### config.mk
export PLATFORM = sky130hd
export DESIGN_NAME = alu_exec_unit
export DESIGN_NICKNAME = d
export VERILOG_FILES = /design/src/rtl/alu_pkg.sv /design/src/rtl/alu_muldiv_iter.sv /design/src/rtl/alu_exec_unit.sv
export SDC_FILE = /design/constraint.sdc
export NUM_CORES = 1
export LEC_CHECK = 0
export CAP_MARGIN = 5
export CORE_MARGIN = 1
export CORE_UTILIZATION = 25
export DETAILED_ROUTE_END_ITERATION = 16
export PLACE_DENSITY_LB_ADDON = 0.08
export SKIP_CTS_REPAIR_TIMING = 1
export SLEW_MARGIN = 10
export SYNTH_ARGS = -nofsm -noshare
export SYNTH_HDL_FRONTEND = slang
export SYNTH_SLANG_ARGS = --single-unit
### constraint.sdc
create_clock -name clk_i -period 7.19 [get_ports clk_i]
set_clock_uncertainty 0.1 [all_clocks]
set_input_delay 0.719 -clock clk_i [delete_from_list [all_inputs] [get_ports clk_i]]
set_output_delay 0.719 -clock clk_i [all_outputs]
set_load 0.05 [all_outputs]
### src/rtl/alu_pkg.sv
// alu_pkg: shared ALU control codes, funct/ALUOp encodings, mul/div FSM states and decode.
package alu_pkg;
    localparam logic [3:0] CTRL_AND    = 4'b0000;
    localparam logic [3:0] CTRL_OR     = 4'b0001;
    localparam logic [3:0] CTRL_ADD    = 4'b0010;
    localparam logic [3:0] CTRL_HILO   = 4'b0011;
    localparam logic [3:0] CTRL_SUB    = 4'b0110;
    localparam logic [3:0] CTRL_SLT    = 4'b0111;
    localparam logic [3:0] CTRL_MULDIV = 4'b1000;
    localparam logic [3:0] CTRL_XOR    = 4'b1001;
    localparam logic [3:0] CTRL_ILL    = 4'b1111;

    localparam logic [5:0] F_ADD   = 6'h20;
    localparam logic [5:0] F_SUB   = 6'h22;
    localparam logic [5:0] F_AND   = 6'h24;
    localparam logic [5:0] F_OR    = 6'h25;
    localparam logic [5:0] F_XOR   = 6'h26;
    localparam logic [5:0] F_SLT   = 6'h2A;
    localparam logic [5:0] F_MULT  = 6'h18;
    localparam logic [5:0] F_MULTU = 6'h19;
    localparam logic [5:0] F_DIV   = 6'h1A;
    localparam logic [5:0] F_DIVU  = 6'h1B;
    localparam logic [5:0] F_MFHI  = 6'h10;
    localparam logic [5:0] F_MFLO  = 6'h12;

    localparam logic [1:0] OP_ADD   = 2'b00;
    localparam logic [1:0] OP_SUB   = 2'b01;
    localparam logic [1:0] OP_FUNCT = 2'b10;
    localparam logic [1:0] OP_SLT   = 2'b11;

    typedef enum logic [1:0] {S_IDLE, S_MUL, S_DIV, S_FIX} state_t;

    function automatic logic [3:0] decode(input logic [1:0] op, input logic [5:0] f, input logic div_en);
        if (op == OP_ADD) return CTRL_ADD;
        if (op == OP_SUB) return CTRL_SUB;
        if (op == OP_SLT) return CTRL_SLT;
        case (f)
            F_ADD:          return CTRL_ADD;
            F_SUB:          return CTRL_SUB;
            F_AND:          return CTRL_AND;
            F_OR:           return CTRL_OR;
            F_XOR:          return CTRL_XOR;
            F_SLT:          return CTRL_SLT;
            F_MULT, F_MULTU: return CTRL_MULDIV;
            F_DIV, F_DIVU:  return div_en ? CTRL_MULDIV : CTRL_ILL;
            F_MFHI, F_MFLO: return CTRL_HILO;
            default:        return CTRL_ILL;
        endcase
    endfunction
endpackage

### src/rtl/alu_muldiv_iter.sv
// alu_muldiv_iter: iterative shift-add multiply / restoring divide on magnitudes, owning HI/LO.
module alu_muldiv_iter
    import alu_pkg::*;
#(
    parameter int WIDTH = 32
) (
    input  logic             clk_i,
    input  logic             rst_i,
    input  logic             start_i,
    input  logic             div_i,
    input  logic             signed_i,
    input  logic [WIDTH-1:0] a_i,
    input  logic [WIDTH-1:0] b_i,
    output logic             busy_o,
    output logic             done_o,
    output logic [WIDTH-1:0] hi_o,
    output logic [WIDTH-1:0] lo_o,
    output logic [WIDTH-1:0] res_o
);
    localparam int CW = $clog2(WIDTH);

    state_t             state_q;
    logic [CW-1:0]      cnt_q;
    logic [2*WIDTH-1:0] p_q, prod;
    logic [WIDTH-1:0]   m_q, hi_q, lo_q, hi_d, lo_d, quo, rem, mag1, mag2;
    logic               s1_q, s2_q, div_q, s1, s2, ge;
    logic [WIDTH:0]     add_sum, rem_sh, rem_sub;

    assign s1   = signed_i & a_i[WIDTH-1];
    assign s2   = signed_i & b_i[WIDTH-1];
    assign mag1 = s1 ? -a_i : a_i;
    assign mag2 = s2 ? -b_i : b_i;

    // p_q holds {acc, multiplier} for multiply and {remainder, quotient} for divide
    assign add_sum = {1'b0, p_q[2*WIDTH-1:WIDTH]} + {1'b0, p_q[0] ? m_q : '0};
    assign rem_sh  = p_q[2*WIDTH-1:WIDTH-1];
    assign rem_sub = rem_sh - {1'b0, m_q};
    assign ge      = !rem_sub[WIDTH];

    assign prod = (s1_q ^ s2_q) ? -p_q : p_q;
    assign quo  = (s1_q ^ s2_q) ? -p_q[WIDTH-1:0] : p_q[WIDTH-1:0];
    assign rem  = s1_q ? -p_q[2*WIDTH-1:WIDTH] : p_q[2*WIDTH-1:WIDTH];
    assign hi_d = div_q ? rem : prod[2*WIDTH-1:WIDTH];
    assign lo_d = !div_q ? prod[WIDTH-1:0] : (m_q == '0) ? '1 : quo;

    assign busy_o = state_q != S_IDLE;
    assign done_o = state_q == S_FIX;
    assign hi_o   = hi_q;
    assign lo_o   = lo_q;
    assign res_o  = lo_d;

    always_ff @(posedge clk_i or negedge rst_i) begin
        if (!rst_i) begin
            state_q <= S_IDLE;
            cnt_q   <= '0;
            p_q     <= '0;
            m_q     <= '0;
            hi_q    <= '0;
            lo_q    <= '0;
            s1_q    <= 1'b0;
            s2_q    <= 1'b0;
            div_q   <= 1'b0;
        end else begin
            case (state_q)
                S_IDLE: if (start_i) begin
                    state_q <= div_i ? S_DIV : S_MUL;
                    cnt_q   <= '0;
                    m_q     <= div_i ? mag2 : mag1;
                    p_q     <= {{WIDTH{1'b0}}, div_i ? mag1 : mag2};
                    s1_q    <= s1;
                    s2_q    <= s2;
                    div_q   <= div_i;
                end
                S_MUL, S_DIV: begin
                    p_q   <= (state_q == S_MUL) ? {add_sum, p_q[WIDTH-1:1]}
                           : {ge ? rem_sub[WIDTH-1:0] : rem_sh[WIDTH-1:0], p_q[WIDTH-2:0], ge};
                    cnt_q <= cnt_q + 1'b1;
                    if (cnt_q == CW'(WIDTH - 1)) state_q <= S_FIX;
                end
                S_FIX: begin
                    hi_q    <= hi_d;
                    lo_q    <= lo_d;
                    state_q <= S_IDLE;
                end
                default: state_q <= S_IDLE;
            endcase
        end
    end
endmodule

### src/rtl/alu_exec_unit.sv
// alu_exec_unit: EX-stage ALU control decode, single-cycle datapath and registered results,
// with multiply/divide delegated to the iterative HI/LO unit.
module alu_exec_unit
    import alu_pkg::*;
#(
    parameter int WIDTH       = 32,
    parameter bit SUPPORT_DIV = 1'b1
) (
    input  logic             clk_i,
    input  logic             rst_i,
    input  logic             valid_i,
    output logic             ready_o,
    input  logic [1:0]       ALUOp_i,
    input  logic [5:0]       funct_i,
    input  logic [WIDTH-1:0] src1_i,
    input  logic [WIDTH-1:0] src2_i,
    output logic [3:0]       ALUCtrl_o,
    output logic             valid_o,
    output logic [WIDTH-1:0] result_o,
    output logic             zero_o,
    output logic             illegal_o
);
    logic             accept, start, md_busy, md_done;
    logic             valid_d, illegal_d, valid_q, illegal_q, zero_q;
    logic [WIDTH-1:0] hi, lo, md_res, alu_res, result_d, result_q;

    assign ALUCtrl_o = decode(ALUOp_i, funct_i, SUPPORT_DIV);
    assign ready_o   = !md_busy;
    assign accept    = valid_i && ready_o;
    assign start     = accept && ALUCtrl_o == CTRL_MULDIV;

    alu_muldiv_iter #(.WIDTH(WIDTH)) u_muldiv (
        .clk_i    (clk_i),
        .rst_i    (rst_i),
        .start_i  (start),
        .div_i    (funct_i[1]),
        .signed_i (!funct_i[0]),
        .a_i      (src1_i),
        .b_i      (src2_i),
        .busy_o   (md_busy),
        .done_o   (md_done),
        .hi_o     (hi),
        .lo_o     (lo),
        .res_o    (md_res)
    );

    always_comb begin
        alu_res = '0;
        case (ALUCtrl_o)
            CTRL_ADD:  alu_res = src1_i + src2_i;
            CTRL_SUB:  alu_res = src1_i - src2_i;
            CTRL_AND:  alu_res = src1_i & src2_i;
            CTRL_OR:   alu_res = src1_i | src2_i;
            CTRL_XOR:  alu_res = src1_i ^ src2_i;
            CTRL_SLT:  alu_res = {{(WIDTH-1){1'b0}}, $signed(src1_i) < $signed(src2_i)};
            CTRL_HILO: alu_res = (funct_i == F_MFHI) ? hi : lo;
            default:   alu_res = '0;
        endcase
    end

    // accept cannot coincide with md_done since ready_o is low in FIX
    assign valid_d   = md_done || (accept && !start);
    assign result_d  = md_done ? md_res : alu_res;
    assign illegal_d = !md_done && accept && ALUCtrl_o == CTRL_ILL;

    always_ff @(posedge clk_i or negedge rst_i) begin
        if (!rst_i) begin
            valid_q   <= 1'b0;
            result_q  <= '0;
            zero_q    <= 1'b0;
            illegal_q <= 1'b0;
        end else begin
            valid_q   <= valid_d;
            illegal_q <= illegal_d;
            if (valid_d) begin
                result_q <= result_d;
                zero_q   <= result_d == '0;
            end
        end
    end

    assign valid_o   = valid_q;
    assign result_o  = result_q;
    assign zero_o    = zero_q;
    assign illegal_o = illegal_q;
endmodule

**Word-level counts from Yosys, hierarchy flattened**

Index checks and enable logic that the tools add are counted.
W data, S select, Z words.

- Add/subtract/negate cells: 10
- $lt $le $gt $ge: 1
- Equality and inequality tests: 28
- Multiplexer cells: 37
- Bitwise operators: 6
- Reductions and logical operators: 24

Operator list:

| kind | count |
|---|---|
| $mux W32 | 13 |
| $pmux W32 S7 | 1 |
| $mux W64 | 3 |
| $neg A32 Y32 | 4 |
| $pmux W64 S2 | 1 |
| $logic_not A32 Y1 | 2 |
| $neg A64 Y64 | 1 |
| $eq A6 B5 Y1 const B | 6 |
| $eq A6 B6 Y1 const B | 6 |
| $add A32 B32 Y33 | 1 |
| $sub A33 B32 Y33 | 1 |
| $add A32 B32 Y32 | 1 |
| $and A32 B32 Y32 | 1 |
| $lt A32 B32 Y1 | 1 |
| $or A32 B32 Y32 | 1 |
| $pmux W4 S8 | 1 |
| $sub A32 B32 Y32 | 1 |
| $xor A32 B32 Y32 | 1 |
| $mux W4 | 6 |
| $eq A4 B4 Y1 const B | 3 |
| $pmux W5 S2 | 1 |
| $eq A4 B2 Y1 const B | 2 |
| $eq A4 B3 Y1 const B | 2 |
| $eq A2 B2 Y1 const B | 3 |
| other kinds (21) | 43 |

- Register bits after elaboration: 205

**Longest topological paths before layout**

Gate-level depths: netlist of run 1.

- Word-level depth: 13
- Gate-level depth with buffers: 17
- Mapped depth without buffers: 16

**Modules after synthesis**

A second synthesis of run 1 with hierarchy kept.

- Cell total of the unflattened synthesis: 3054
- Area, all modules: 22948.3 um^2

By module, submodules not included:

| module | times used | cells an instance | area an instance (um^2) | seq. area each (um^2) |
|---|---|---|---|---|
| alu_muldiv_iter | 1 | 1878 | 14690.3 | 4254.1 |
| alu_exec_unit | 1 | 1176 | 8257.9 | 875.8 |

**Worst setup path after synthesis of run 1**

OpenSTA, ideal clock, no wires.

- Kind: input to register
- From: in src2_i[8]
- To: reg zero_q (netlist: zero_o)
- Library setup time: 80 ps
- Arrival: 3638 ps
- Slack: 3372 ps
- Cell stages on the path: 15
- Path through: inv_1 > ha_1 > clkbuf_1 > nand2_1 > a21oi_1 > nor2_1 > o31ai_1 > a31o_2 > nand2_1 > a211o_1 > xnor2_1 > a311o_1 > nor4_2 > nand4_1 > o22ai_2

- Longest elaborated chain between the ends: 4
- Elaborated cells between the ends (all ways): 9
- Those cells by class: 2 x add/sub; 1 x order compare; 2 x mux; 3 x bitwise; 1 x reduce/logical

RTL lines:

| item | line | RTL |
|---|---|---|
| from (decl) | alu_exec_unit.sv:16 | `input logic [WIDTH-1:0] src2_i,` |
| $sub A32 B32 Y32 (tied with other cells) | alu_exec_unit.sv:51 | `CTRL_SUB: alu_res = src1_i - src2_i;` |
| $pmux W32 S7 * | alu_exec_unit.sv:49 | `case (ALUCtrl_o)` |
| $mux W32 * | alu_exec_unit.sv:63 | `assign result_d = md_done ? md_res : alu_res;` |
| $logic_not A32 Y1 * | alu_exec_unit.sv:77 | `zero_q <= result_d == '0;` |
| to (signal assigned) | alu_exec_unit.sv:70 | `zero_q <= 1'b0;` |
| to (signal assigned) | alu_exec_unit.sv:77 |  |
| to (decl) | alu_exec_unit.sv:24 | `logic valid_d, illegal_d, valid_q, illegal_q, zero_q;` |

Mark *: on every way between the ends. The rest lies on a longest branch, timed or not.
A chain may end at the register's enable or synchronous reset.

**Worst setup path after layout of run 1**

- From: reg u_muldiv.p_q[31]
- To: reg u_muldiv.p_q[58]

- Longest elaborated chain between the ends: 4

RTL lines:

| item | line | RTL |
|---|---|---|
| from (decl) | alu_muldiv_iter.sv:24 | `logic [2*WIDTH-1:0] p_q, prod;` |
| from (signal assigned) | alu_muldiv_iter.sv:69 | `p_q <= {{WIDTH{1'b0}}, div_i ? mag1 : mag2};` |
| from (signal assigned) | alu_muldiv_iter.sv:75 | `p_q <= (state_q == S_MUL) ? {add_sum, p_q[WIDTH-1:1]}` |
| $sub A33 B32 Y33 | alu_muldiv_iter.sv:37 | `assign rem_sub = rem_sh - {1'b0, m_q};` |
| $mux W32 | alu_muldiv_iter.sv:76 | `: {ge ? rem_sub[WIDTH-1:0] : rem_sh[WIDTH-1:0], p_q[WIDTH-2:0], ge};` |
| $mux W64 | alu_muldiv_iter.sv:75 |  |
| $pmux W64 S2 | alu_muldiv_iter.sv:64 | `case (state_q)` |

No other way between the ends.

==> results.sh, run 1 <==
export IMPL_layout_drive_gt1_share_pct=7.36
export IMPL_clock_path_buffers=3
export IMPL_place_congestion=0.944
export IMPL_drt_first_pass_iters=5
export IMPL_antenna_left=0
export IMPL_port_buffers=114
export IMPL_setup_tns_ns=0
export IMPL_ff2ff_setup_slack_ns=1.86
export IMPL_antenna_found_initial=3
export IMPL_max_freq_mhz=187
export IMPL_synthTopCellsByCount="a21oi_1, nor2_1, nand2_1, dfrtp_1, o21ai_0"
export IMPL_num_io_pins=115
export IMPL_rr_endpoint="u_muldiv.p_q[58]"
export IMPL_leakagePower_nw=10.3
export IMPL_vias=21827
export IMPL_synth_edf_count=0
export IMPL_arrival_ns=5.74
export IMPL_coreArea_um2=85100
export IMPL_ys_top_cells_by_area="dfrtp_1, ha_1, a21oi_1, xnor2_1, nor2_1"
export IMPL_syn_area_um2=21500
export IMPL_utilization_pct=29.2
export IMPL_maxSlewHeadroom_pct=17.8
export IMPL_use_met1_pct=33.5
export IMPL_syn_inst=2829
export IMPL_die_w_um=295
export IMPL_run_status="finished clean"
export IMPL_drc_errors=0
export IMPL_hpwlAfterDp_um=85600
export IMPL_ys_seq_area_share_pct=23.9
export IMPL_maxSlewViolCount=0
export IMPL_finalHoldViolCount=0
export IMPL_cp_max_fo=17
export IMPL_drv_cap=0
export IMPL_nFillCells=9315
export IMPL_clock_sinks=205
export IMPL_synth_most_common_cell="a21oi_1"
export IMPL_period_share_pct=74.2
export IMPL_r2r_cells=16
export IMPL_synth_warnings=0
export IMPL_yosysTopAreaCellShare_pct=23.9
export IMPL_pwr_density_cell_nw_per_um2=372
export IMPL_dp_cells=3970
export IMPL_area_growth_pct=15.9
export IMPL_cts_buffers=31
export IMPL_setup_violations=0
export IMPL_rsz0062_at_grt="false"
export IMPL_wl_per_cell_um=26.6
export IMPL_ctsRootBufferMaster="clkbuf_16"
export IMPL_total_power_w=0.00926
export IMPL_end_kind="register"
export IMPL_synth_largest_area_cell="dfrtp_1"
export IMPL_die_h_um=295
export IMPL_grt_max_degree=92
export IMPL_synth_seq_cells=205
export IMPL_required_ns=7.60
export IMPL_async_flop_share_pct=100
export IMPL_hp_class="input port to asynchronous set/reset pin"
export IMPL_clk_pin_slew_ns=0.06
export IMPL_use_met2_pct=39.4
export IMPL_r2r_start="u_muldiv.p_q[31]"
export IMPL_grt_busiest_layer="met2"
export IMPL_finalNonFillerCells=4025
export IMPL_fp_row_count=107
export IMPL_ir_worst_vdd_v=0.000226
export IMPL_diodes=0
export IMPL_totalWireLength_um=107000
export IMPL_yosys_most_used_dff="dfrtp_1"
export IMPL_netlist_cell_type_count=98
export IMPL_cts_tree="built"
export IMPL_clk_latency_ns=0.62
export IMPL_cts_max_level=1
export IMPL_die_area_um2=87100
export IMPL_multi_input_area_um2=15000
export IMPL_grt_met3_usage_pct=2.42
export IMPL_critPathKind="register to register"
export IMPL_drt_iter0_drc=1942
export IMPL_synth_fp_nets=3077
export IMPL_critPathLaunchType="register"
export IMPL_grt_pass1_vias=21294
export IMPL_overflow=0
export IMPL_via_per_inst=5.42
export IMPL_seqCellArea_um2=5130
export IMPL_initial_core_util_pct=25.2
export IMPL_grt_pass1_wl_um=154000
export IMPL_synth_avg_cell_area_um2=7.59
export IMPL_worst_pin_slew_ns=1.22
export IMPL_fin_nets=3107
export IMPL_grt_use_total_pct=24.2
export IMPL_finalCriticalPeriod_ns=5.33
## through the flow
step	hold WS, ns	instance area (um^2)	setup WS, ns
final	0.0290	24900	1.86
after floorplan	0.323	21500	3.37
after global placement	0.358	23800	1.28
after CTS	0.0288	24900	1.82
after detailed placement	0.367	23800	1.46
after global routing	0.0665	24900	1.51
## how the worst max path moves through the flow
stage / start / end / cells past startpoint
floorplan: src2_i[8] / zero_o / 15
global placement: src1_i[14] / zero_o / 15
detailed placement: src1_i[14] / zero_o / 15
CTS: u_muldiv.p_q[31] / u_muldiv.p_q[58] / 16
global route: u_muldiv.p_q[31] / u_muldiv.p_q[58] / 16
finish: u_muldiv.p_q[31] / u_muldiv.p_q[58] / 16
## logic make-up (layout without fill, tap and decap cells)
| kind of cell | Yosys count | count (layout) | share of synthesized area (%) |
|---|---|---|---|
| AO/OA/AOI/OAI | 966 | 966 | 28.1 |
| AND/OR/NAND/NOR | 838 | 838 | 18.6 |
| buffers and inverters | 357 | 409 | 6.55 |
| flip-flops | 205 | 205 | 23.9 |
| XOR/XNOR | 202 | 202 | 8.27 |
| adder cells (fa/ha/maj) | 173 | 173 | 10.2 |
| multiplexers | 88 | 88 | 4.38 |
## state kept, by name, indices dropped and copies added (netlist names)
name and cells:
u_muldiv.p_q 64, u_muldiv.cnt_q 5, valid_o 1, zero_o 1
illegal_o 1, u_muldiv.m_q 32, u_muldiv.lo_o 32, u_muldiv.state_q 2
u_muldiv.s2_q 1, u_muldiv.s1_q 1, u_muldiv.hi_o 32, u_muldiv.div_q 1
result_o 32
## critical path, stage by stage, from the launching register on
cell	delay, ns
dfrtp_1	0.47
inv_1	0.12
ha_1	0.16
inv_1	0.05
fa_1	0.39
a21o_1	0.18
a21oi_1	0.22
o21bai_1	0.12
a32oi_1	0.37
a2111oi_0	0.21
nor2_1	0.45
a41oi_1	0.28
a211oi_2	0.49
xor2_2	0.93
nor4_1	0.18
a211o_1	0.32
a22o_1	0.17
## layer usage
layer / vias up / part of all wire (%)
met1: 10765 / 46
met2: 698 / 46
li1: 10228 / -
met4: 2 / 3.1
met5: - / 0.013
met3: 134 / 4.8
## area by class of cell
| cell class | instances | share of cell area, % |
|---|---|---|
| Timing Repair Buffer | 165 | 6.18 |
| Sequential cell | 205 | 20.6 |
| Clock buffer | 40 | 3.49 |
| Clock inverter | 15 | 0.734 |
| Multi-Input combinational cell | 2267 | 60.4 |
| Inverter | 189 | 2.85 |
| Tap cell | 1144 | 5.75 |
## where the power goes
group          internal [W]  leakage [nW]  switching, W
clock              0.000958         0.510      0.000646
sequential          0.00164          2.47      0.000605
combinational       0.00197          7.32       0.00345
total               0.00456          10.3       0.00470
## placed cells by master, fill, tap and decap left out, types with 19 or more instances in the layout
master / instances
nor4_1: 38
dfrtp_1: 205
a211oi_1: 55
o21bai_1: 23
nand2_1: 211
o21ai_0: 198
a22oi_1: 25
nand2b_1: 20
a21oi_1: 349
clkbuf_16: 31
a21o_1: 46
nor3_1: 53
nand4_1: 21
o31ai_1: 31
buf_4: 51
and2_1: 20
xnor2_1: 141
mux2_2: 48
o21a_1: 19
xor2_1: 58
clkdlybuf4s50_1: 112
ha_1: 166
a31oi_1: 36
nor2_1: 314
inv_1: 185
mux2i_1: 40
or3_1: 22
nand3_1: 38
and3_1: 20
(Power assumes the default switching activity.)
==> run 2: changes to the inputs <==
==> constraint.sdc (replaced) <==
create_clock -name clk_i -period 4.8 [get_ports clk_i]
set_clock_uncertainty 0.1 [all_clocks]
set_input_delay 0.48 -clock clk_i [delete_from_list [all_inputs] [get_ports clk_i]]
set_output_delay 0.48 -clock clk_i [all_outputs]
set_load 0.05 [all_outputs]
==> run 2 against run 1 <==
  * Critical endpoint is now u_muldiv.p_q[61]
  * Largest power group unchanged
  * Highest routed layer is now met4
  * Sequential share of layout area decreased by 1.2 points
  * Clock power increased by 51%
  * Hold slack improved by 0.30 ns
  * Sequential cell count unchanged
  * Largest cell class unchanged
  * Global-route usage increased by 0.94 points
==> results.sh, run 2 (synthesis gave the netlist of run 1 again) <==
export IMPL_cts_max_level=1
export IMPL_period_share_pct=94.0
export IMPL_cts_tree="built"
export IMPL_hp_class="input port to register"
export IMPL_worstHoldStart="funct_i[1]"
export IMPL_fin_nets=3300
export IMPL_whs_ns=0.329
export IMPL_hpwlAfterDp_um=91300
export IMPL_leakagePower_nw=11.3
export IMPL_worst_pin_slew_ns=1.32
export IMPL_place_congestion=0.961
export IMPL_hold_depth=4
export IMPL_grt_pass1_wl_um=159000
export IMPL_layout_drive_gt1_share_pct=13.1
export IMPL_clk_pin_slew_ns=0.06
export IMPL_drt_iter0_drc=1950
export IMPL_drc_errors=0
export IMPL_critPathLaunchType="register"
export IMPL_layout_commonest_cell="a21oi_1"
export IMPL_cts_buffers=31
export IMPL_grt_use_total_pct=25.1
export IMPL_total_power_w=0.0145
export IMPL_pwr_density_cell_nw_per_um2=549
export IMPL_rsz0062_at_grt="false"
export IMPL_rr_endpoint="u_muldiv.p_q[61]"
export IMPL_min_to="u_muldiv.m_q[19]"
export IMPL_nFillCells=9311
export IMPL_clk_latency_ns=0.63
export IMPL_drv_cap=0
export IMPL_initial_core_util_pct=25.2
export IMPL_overflow=0
export IMPL_grt_pass1_vias=22022
export IMPL_largest_reg_flops=64
export IMPL_maxSlewViolCount=0
export IMPL_die_h_um=295
export IMPL_ctsRootBufferMaster="clkbuf_16"
export IMPL_port_buffers=114
export IMPL_top_register="u_muldiv.p_q"
export IMPL_wl_per_cell_um=26.3
export IMPL_finalCriticalPeriod_ns=4.51
export IMPL_critPathKind="register to register"
export IMPL_num_io_pins=115
export IMPL_arrival_ns=4.88
export IMPL_die_area_um2=87100
export IMPL_antenna_found_initial=4
export IMPL_fp_row_count=107
export IMPL_layout_common_cells="a21oi_1, nor2_1, buf_4, nand2_1, dfrtp_1"
export IMPL_r2r_start="u_muldiv.p_q[0]"
export IMPL_clock_path_buffers=3
export IMPL_totalWireLength_um=111000
export IMPL_maxSlewHeadroom_pct=10.9
export IMPL_clock_sinks=205
export IMPL_utilization_pct=31.0
export IMPL_ir_worst_vdd_v=0.000292
export IMPL_drt_first_pass_iters=6
export IMPL_vias=22491
export IMPL_ff2ff_setup_slack_ns=0.29
export IMPL_end_kind="register"
export IMPL_grt_max_degree=120
export IMPL_diodes=0
export IMPL_antenna_left=0
export IMPL_coreArea_um2=85100
export IMPL_die_w_um=295
export IMPL_r2r_cells=16
export IMPL_cp_max_fo=27
export IMPL_via_per_inst=5.33
export IMPL_run_status="finished clean"
export IMPL_area_growth_pct=23.1
export IMPL_max_freq_mhz=222
export IMPL_required_ns=5.17
export IMPL_setup_violations=0
export IMPL_finalHoldViolCount=0
-- run 2: power by group --
group	internal [W]	switching, W	leakage [nW]
Clock	0.00146	0.000962	0.520
Sequential	0.00246	0.000759	2.47
Combinational	0.00337	0.00552	8.29
-- run 2: routing by layer --
metal / GRT usage (%) / part of all wire (%)
met4: 9.47 / 4.2
met1: 34.2 / 46
met2: 40.9 / 46
met3: 2.35 / 4.4
met5: 0 / 0
-- run 2: critical path, stage by stage (launching register included) --
cell,delay [ns]
dfrtp_1,0.46
inv_1,0.29
buf_4,0.39
nor2_1,0.09
ha_1,0.35
a21o_1,0.20
a21o_1,0.17
a21oi_1,0.16
o21ai_0,0.15
a221o_1,0.32
a41oi_1,0.44
o31a_1,0.25
a211oi_1,0.10
nor2b_1,0.20
o21ai_0,0.17
xor2_1,0.17
a221o_1,0.32
-- run 2: final cells by class --
class	instances	area (um^2)	area share, %
tap	1144	1430	5.41
clock inverter	12	159	0.601
timing repair buffer	358	3080	11.6
clock buffer	42	897	3.39
inverter	189	709	2.68
sequential	205	5130	19.4
multi-input combinational	2267	15000	56.9
-- run 2: how the worst max path moves through the flow --
stage                          startpoint          endpoint  slack, ns  cells past startpoint
after CTS                 u_muldiv.p_q[8]            zero_o       0.20                     12
final                     u_muldiv.p_q[0]  u_muldiv.p_q[61]       0.29                     16
after detailed placement        src1_i[0]            zero_o      -0.22                     17
after floorplan           u_muldiv.p_q[0]  u_muldiv.p_q[61]       1.09                     17
after global routing      u_muldiv.p_q[0]  u_muldiv.p_q[61]       0.04                     16
after global placement          src1_i[3]            zero_o      -0.27                     17
-- run 2: metrics by stage --
stage	std cells	cell area, um^2	worst slack [ns]	TNS (ns)
floorplan	2829	21500	1.09	0
CTS	4216	26400	0.199	0
finish	4217	26400	0.288	0
detailed placement	4162	25400	-0.220	-0.280
global placement	4162	25400	-0.274	-0.326
global route	4217	26400	0.0351	0
==> RTL edit (flow settings as in run 2) <==
Make the reset (`rst_i`) synchronous in 2 clocked blocks.
--- a/src/rtl/alu_muldiv_iter.sv
+++ b/src/rtl/alu_muldiv_iter.sv
@@ -50,5 +50,5 @@
     assign res_o  = lo_d;
 
-    always_ff @(posedge clk_i or negedge rst_i) begin
+    always_ff @(posedge clk_i) begin
         if (!rst_i) begin
             state_q <= S_IDLE;
--- a/src/rtl/alu_exec_unit.sv
+++ b/src/rtl/alu_exec_unit.sv
@@ -64,5 +64,5 @@
     assign illegal_d = !md_done && accept && ALUCtrl_o == CTRL_ILL;
 
-    always_ff @(posedge clk_i or negedge rst_i) begin
+    always_ff @(posedge clk_i) begin
         if (!rst_i) begin
             valid_q   <= 1'b0;
Formal check against the unedited RTL: differs if rst_i is asserted again (counterexample within 4 cycles, from zero or initial values and one cycle with rst_i low); with rst_i held inactive, the same outputs for 4 cycles.
==> RTL edit against run 2 <==
Setup slack got worse by 38 ps; sequential cell count unchanged; total power decreased by 30%; wire length increased by 10%; synthesized cell count increased by 3.3%; critical path type is now in -> reg; design area increased by 1.3%; synthesized area decreased by 1.4%; fmax decreased by 0.84%.
==> RTL edit: results (changes against run 2) <==
[logic_synthesis]
ys_types=100  ; +2.0%
yosys_most_used_dff=dfxtp_1
avgSynthCellArea_um2=7.25  ; -4.6%
async_reset_ff_frac=0  ; -1.00
syn-num-nets=3171  ; +3.1%
synth.top_cells.by_area=dfxtp_1 (19%), ha_1 (10%), nor2_1 (6.2%), a21oi_1 (5.6%), xnor2_1 (5.5%)
netlist_top_cells_count=nor2_1 (349), nand2_1 (244), a21oi_1 (238)

[route]
wl_met2_um=53600  ; +5.5%
drtIter0Drc=2183  ; +12%
finalWirelength_um=122000  ; +10%
wirelength_met1_um=59200  ; +17%
top_layer=met5
via_per_inst=5.51  ; +3.3%
wl_met3_um=5830  ; +20%

[placed_design]
place_inst=4330  ; +4.0%
place_ws_ps=-360  ; -140 ps
dp_hpwl_um=99400  ; +9.0%
gp_congestion=0.953  ; -0.88%

[cells_and_area]
layout.cells.non_filler=4386  ; +4.0%
drive_gt1_frac=0.145  ; +0.0135
n_all_inverters=167  ; -12%
buf_share=0.144  ; +0.0272
antenna_cells=3  ; +3
nMultiInputCombCells=2364  ; +4.3%
n_fill_cell=8993  ; -3.4%
finalNetCount=3476  ; +5.3%
clkCellAreaFrac=0.0377  ; -0.00226
n_clock_buffer=40  ; -4.8%
utilization=0.320  ; +0.00967
multi_input_area_mm2=0.0158  ; +4.9%
buffers=460  ; +28%
seq_share=0.153  ; -0.0409

[grt]
gr-usage-met1=0.403  ; +0.0616
grt_util_met3=0.0210  ; -0.00258
grt_pass1_vias=22864  ; +3.8%
met2_usage=0.432  ; +0.0224
grt.total_usage=0.277  ; +0.0257
grt_pass1_wl_um=173000  ; +8.2%
antenna_found_initial=8  ; +4

[worst_setup_path]
regToRegEndpoint=u_muldiv.p_q[32]
path_max_fanout=3  ; -89%
crit_start=src2_i[0]
r2r_cells=17  ; +1
crit_path_top_delay_cell=clkdlybuf4s50_1
max_stage_delay_ps=680  ; +220 ps
r2r_setup_slack_ps=390  ; +100 ps
r2r-start=u_muldiv.p_q[31]
endpoint=zero_o

[power]
internal_power_mw=5.47  ; -25%
p_leak_nw=10.8  ; -4.1%

[status]
status=finished clean

[timing]
hold_ws_ps=353  ; +24.3 ps
slew_headroom=0.182  ; +0.0729

[hold_path]
hold_path_depth=2  ; -2
hp-class=reg -> reg

[floorplan]
nWellTaps=1134  ; -0.87%

[clock_network]
insertion_delay_ps=590  ; -40 ps

RTL edit: changes by cell type in the layout (fill, tap and decap cells not counted), sizes merged, moves of 27 or more:
cell | run 2 | this run
inv | 190 | 163
dfrtp | 205 | 0
nor3 | 53 | 94
a21oi | 352 | 238
mux2i | 40 | 78
dfxtp | 0 | 205
a211oi | 58 | 139
nand2 | 212 | 244
o21ai | 216 | 157
buf | 246 | 348
nor2 | 315 | 350
RTL edit: power by group through the flow:
stage / sequential [mW] / combinational, mW / clock, mW
after CTS: 2.08 / 5.73 / 2.37
after floorplan: 2.21 / 3.43 / 0
final: 2.09 / 5.77 / 2.31
after global routing: 2.11 / 6.16 / 2.43
after detailed placement: 2.12 / 5.70 / 0
after global placement: 2.12 / 5.71 / 0
RTL edit: logic make-up after synthesis:
kind of cell    count (synthesis)  synth area share
fa+ha+maj                     173             0.104
flops                         205             0.194
simple gates                  968             0.213
compound gates                933             0.298
mux                           100            0.0486
xor+xnor                      190            0.0789
buf+inv                       354            0.0648
